## config.mk

```make
export PLATFORM = sky130hd
export DESIGN_NAME = sequence_generator
export DESIGN_NICKNAME = d
export VERILOG_FILES = /design/src/rtl/sequence_generator.sv
export SDC_FILE = /design/constraint.sdc
export NUM_CORES = 1
export LEC_CHECK = 0
export CORE_MARGIN = 2
export CORE_UTILIZATION = 50
export DETAILED_ROUTE_END_ITERATION = 6
export PLACE_DENSITY = 0.73
export SYNTH_ARGS = -nofsm -noshare
export SYNTH_HDL_FRONTEND = slang
export SYNTH_SLANG_ARGS = --single-unit
```

## constraint.sdc

```tcl
create_clock -name clk -period 3.1 [get_ports clk]
set_input_delay 0.465 -clock clk [delete_from_list [all_inputs] [get_ports clk]]
set_output_delay 0.465 -clock clk [all_outputs]
set_load 0.02 [all_outputs]
```

## src/rtl/sequence_generator.sv

```systemverilog
// Programmable serial pattern transmitter: shifts a latched pattern out MSB-first,
// repeating it repeat_cnt+1 times with an optional idle gap between copies.
module sequence_generator #(
  parameter int PAT_W = 16,
  parameter int LEN_W = 5
) (
  input  logic             clk,
  input  logic             reset,
  input  logic             start,
  input  logic [PAT_W-1:0] pattern,
  input  logic [LEN_W-1:0] pat_len,
  input  logic [7:0]       repeat_cnt,
  input  logic [3:0]       gap_len,
  input  logic             hold,
  output logic             out_bit,
  output logic             out_valid,
  output logic             last_bit,
  output logic             busy,
  output logic             done,
  output logic             err
);

  typedef enum logic [1:0] {IDLE, SEND, GAP, DONE} state_t;

  localparam logic [LEN_W-1:0] MAX_LEN = LEN_W'(PAT_W);

  state_t           state, state_n;
  logic [PAT_W-1:0] pat_q;
  logic [LEN_W-1:0] len_q, idx, idx_n;
  logic [3:0]       gap_q, gc, gc_n;
  logic [8:0]       cp, cp_n;
  logic             load;
  logic             ob_n, ov_n, lb_n, busy_n, done_n, err_n;

  function automatic logic bit_at(input logic [PAT_W-1:0] p, input logic [LEN_W-1:0] i);
    logic [PAT_W-1:0] s;
    s = p >> i;
    return s[0];
  endfunction

  // State registers track what is being presented this cycle; idx is the bit
  // currently shown, so a stall never consumes a bit and release shows idx-1.
  always_comb begin
    state_n = state;
    idx_n   = idx;
    cp_n    = cp;
    gc_n    = gc;
    load    = 1'b0;
    ob_n    = 1'b0;
    ov_n    = 1'b0;
    lb_n    = 1'b0;
    busy_n  = 1'b0;
    done_n  = 1'b0;
    err_n   = 1'b0;
    unique case (state)
      IDLE: begin
        if (start) begin
          if (pat_len != '0 && pat_len <= MAX_LEN) begin
            load    = 1'b1;
            state_n = SEND;
            idx_n   = pat_len - 1'b1;
            cp_n    = {1'b0, repeat_cnt};
            busy_n  = 1'b1;
            ov_n    = 1'b1;
            ob_n    = bit_at(pattern, pat_len - 1'b1);
            lb_n    = (pat_len == LEN_W'(1));
          end else begin
            err_n = 1'b1;
          end
        end
      end
      SEND: begin
        busy_n = 1'b1;
        if (hold) begin
          ob_n = out_bit;
        end else if (idx != '0) begin
          idx_n = idx - 1'b1;
          ov_n  = 1'b1;
          ob_n  = bit_at(pat_q, idx - 1'b1);
          lb_n  = (idx == LEN_W'(1));
        end else if (cp != '0) begin
          if (gap_q != '0) begin
            state_n = GAP;
            gc_n    = gap_q;
          end else begin
            idx_n = len_q - 1'b1;
            cp_n  = cp - 9'd1;
            ov_n  = 1'b1;
            ob_n  = bit_at(pat_q, len_q - 1'b1);
            lb_n  = (len_q == LEN_W'(1));
          end
        end else begin
          state_n = DONE;
          done_n  = 1'b1;
        end
      end
      GAP: begin
        busy_n = 1'b1;
        if (hold) begin
          ob_n = out_bit;
        end else if (gc == 4'd1) begin
          state_n = SEND;
          gc_n    = '0;
          idx_n   = len_q - 1'b1;
          cp_n    = cp - 9'd1;
          ov_n    = 1'b1;
          ob_n    = bit_at(pat_q, len_q - 1'b1);
          lb_n    = (len_q == LEN_W'(1));
        end else begin
          gc_n = gc - 4'd1;
        end
      end
      DONE: state_n = IDLE;
      default: state_n = IDLE;
    endcase
  end

  always_ff @(posedge clk or posedge reset) begin
    if (reset) begin
      state     <= IDLE;
      idx       <= '0;
      cp        <= '0;
      gc        <= '0;
      pat_q     <= '0;
      len_q     <= '0;
      gap_q     <= '0;
      out_bit   <= 1'b0;
      out_valid <= 1'b0;
      last_bit  <= 1'b0;
      busy      <= 1'b0;
      done      <= 1'b0;
      err       <= 1'b0;
    end else begin
      state     <= state_n;
      idx       <= idx_n;
      cp        <= cp_n;
      gc        <= gc_n;
      if (load) begin
        pat_q <= pattern;
        len_q <= pat_len;
        gap_q <= gap_len;
      end
      out_bit   <= ob_n;
      out_valid <= ov_n;
      last_bit  <= lb_n;
      busy      <= busy_n;
      done      <= done_n;
      err       <= err_n;
    end
  end

endmodule

```

==> metrics.txt <==
sequential power share 34.4%; FF-to-FF Start idx[0]$_DFFE_PP0P_; Critical Path RT 3280 ps; initial antenna violation count 0; PortBufs 42; Tot Pwr 3.725 mW; YS warnings 0; Root Buffer clkbuf_8; final instance area 0.003984 mm²; Cell Area, Synth 0.003377 mm²; final setup fails 0; nets@finish 434; Worst VDD drop 441.2 µV; GPL Wtd Cong 0.8927; GRT overflow 0; Gate Count Post-Synth 334; TNS Setup 0 ps; combinational power share 55.5%; postcts setup bufs 0; WL final 7499 µm; io pins 43; routed metal-1 wirelength 3262 µm; critical path startpoint pat_len[0]; DR vias/cell 5.991; MaxCap Viol Count 0; EDFF count, synth 0; placed cell area 0.003902 mm²; CTS Buf Count 5; setup ws final 446.3 ps; CORE AREA 0.006459 mm²; First-pass DRT Iterations 4; Leak 1.665 nW; die footprint 0.007427 mm²; fmax 376.8 MHz; Clock Path Buffers 2; clk_skew 9.448 ps; H-tree depth 2; hpwl dp 5728 µm; RSZ-0062 raised after global routing false; Routed Antenna Nets 0; drt wl/cell 16.37 µm; Top Metal Used met4; Slowest cell on crit path clkdlybuf4s50_1; Vias 2,744; layout filler cell count 552; CP Cell Sequence clkdlybuf4s50_1 > clkinv_1 > buf_4 > ha_1 > xor2_1 > mux4_2 > mux2i_1 > mux2i_1 > a21boi_0 > a31oi_1; Startpoint Class primary input; Rel. slew slack 62.72%; post-route insts no fill 458; Synth Register Bits 51; routed wl met3 243 µm; largest net degree at the start of global routing 32; CTS tree yes; vias in the first global route 2,632; final hold violations 0; Core Rows 29; syn_area_per_cell 10.11 µm²; clock share of power 10.1%; most common cell after layout, fill and taps aside dfrtp_1; area occupied by multi-input gates 0.001948 mm²; Critical Path AT 2830 ps; CTS Sinks 51; PwrDens 935.0 mW/mm²; Final min period 2654 ps; critical path peak fanout 7; Storage cell area 0.001276 mm²; internal power 2.160 mW; Slowest Stage Delay on Critical Path 520 ps; DRC 0; DIE WIDTH 86.18 µm; most frequent cells in the layout dfrtp_1, clkdlybuf4s50_1, nand2_1, mux2_2, nor2_1; status completed; DRT iter0 DRCs 255; Met2 Routed Length 3867 µm; pre-CTS setup slack 124.9 ps; Hold Crit Class primary input to asynchronous set/reset pin; Clk Latency, worst-skew pair 310 ps; syn nets 388; CP Class primary input to flip-flop; share of layout cells above drive strength 1 16.80%; Worst-Margin Slew 554.9 ps; Seq/Total Area, Yosys 37.79%; Hold-fix buffers, CTS 0; Critical Path End Type flip-flop; PostCTS Resize Cnt 0; Max Slew Vio Count 0; Bufs and invs on worst path 3; crit-path most repeated cell mux2i_1; Switching Share 42.02%; switching pwr 1.565 mW; first-pass GRT wire length 12,700 µm; Layout area overhead 17.97%; Netlist cell types 62; Inst Count DP 450; Final Cycle Share 85.60%; Initial Utilization 52.29%; die extent in y 86.18 µm; Async SR Flop Fraction 100.0%; CTS clk-pin slew, worst paths 90 ps; Worst path top cell family by delay buffers and inverters; top_reg_cell synth dfrtp_1; GRT Overall Usage 21.48%; antenna cells 0
-- kinds of logic after synthesis --
family                     share of synthesized area, %
AOI/OAI and AO/OA                                 13.45
xor gates and xnor gates                          2.334
adders and majority gates                         6.299
buffers and inverters                             4.520
DFF                                               37.79
muxes                                             19.30
and+or+nand+nor                                   16.30
-- path summary, 6_finish.rpt --
path	to	slack [ps]	depth (start not counted)
setup / recovery	out_bit$_DFFE_PP0P_	450	10
hold / removal	busy$_DFF_PP0_	480	2
setup reg to reg	gc[3]$_DFFE_PP0P_	450	8
hold reg to reg	cp[0]$_DFFE_PP0P_	510	1
max in group asynchronous	idx[2]$_DFFE_PP0P_	1860	3
min in group clk	cp[0]$_DFFE_PP0P_	510	1
-- flip-flops by register name, summed over array words and instances, names as in the netlist --
signal	count
cp	9
err	1
state	2
gap_q	4
gc	4
out_valid	1
busy	1
idx	5
len_q	5
last_bit	1
pat_q	16
out_bit	1
done	1
-- power groups by stage --
stage               Sequential (mW)  Combinational, mW  Clock, mW
floorplan                      1.21               1.63          0
global placement               1.28               2.02          0
detailed placement             1.29               2.07          0
CTS                            1.28               2.08      0.390
global route                   1.33               2.28      0.422
finish                         1.28               2.07      0.376
-- cell usage after synthesis, types with 2 or more instances --
| cell type | instances | area share (%) |
|---|---|---|
| nand4b_1 | 4 | 1.0 |
| mux2_2 | 22 | 7.3 |
| xor2_1 | 4 | 1.0 |
| o21ai_2 | 2 | 0.52 |
| a211oi_1 | 2 | 0.44 |
| a31oi_1 | 8 | 1.5 |
| nor2b_1 | 2 | 0.37 |
| dfrtp_1 | 51 | 38 |
| a21o_1 | 2 | 0.44 |
| nor2_1 | 22 | 2.4 |
| nand3_1 | 15 | 2.2 |
| ha_1 | 17 | 6.3 |
| o31ai_1 | 2 | 0.44 |
| nor3b_1 | 3 | 0.67 |
| nand2_1 | 38 | 4.2 |
| mux2i_1 | 10 | 3.0 |
| nor3_1 | 10 | 1.5 |
| and3_1 | 2 | 0.37 |
| or3_1 | 2 | 0.37 |
| buf_2 | 4 | 0.59 |
| o21ai_0 | 19 | 2.8 |
| mux4_2 | 13 | 8.7 |
| inv_1 | 18 | 2.0 |
| clkbuf_1 | 6 | 0.67 |
| or4b_1 | 2 | 0.59 |
| a211o_1 | 2 | 0.52 |
| buf_6 | 2 | 0.67 |
| nor4b_1 | 3 | 0.78 |
| xnor2_1 | 5 | 1.3 |
| a21oi_1 | 10 | 1.5 |
-- layer usage --
layer | track usage (%) | up-vias
li1 | - | 1310
met1 | 28.01 | 1357
met2 | 37.42 | 64
met3 | 3.048 | 13
met4 | 6.250 | 0
met5 | 0 | -
-- stage by stage --
step | utilization (%) | hold WS, ps
finish | 61.68 | 477.4
global route | 61.68 | 530.5
CTS | 61.68 | 498.0
detailed placement | 60.42 | 499.2
global placement | 60.42 | 490.1
floorplan | - | 460.4
-- final cells by class --
| cell class | instances | share of cell area (%) |
|---|---|---|
| Sequential cell | 51 | 32.04 |
| Clock buffer | 7 | 1.916 |
| Tap cell | 77 | 2.418 |
| Timing Repair Buffer | 54 | 12.81 |
| Inverter | 19 | 1.790 |
| Multi-Input combinational cell | 249 | 48.90 |
| Clock inverter | 1 | 0.1256 |
(Power assumes the default switching activity.)
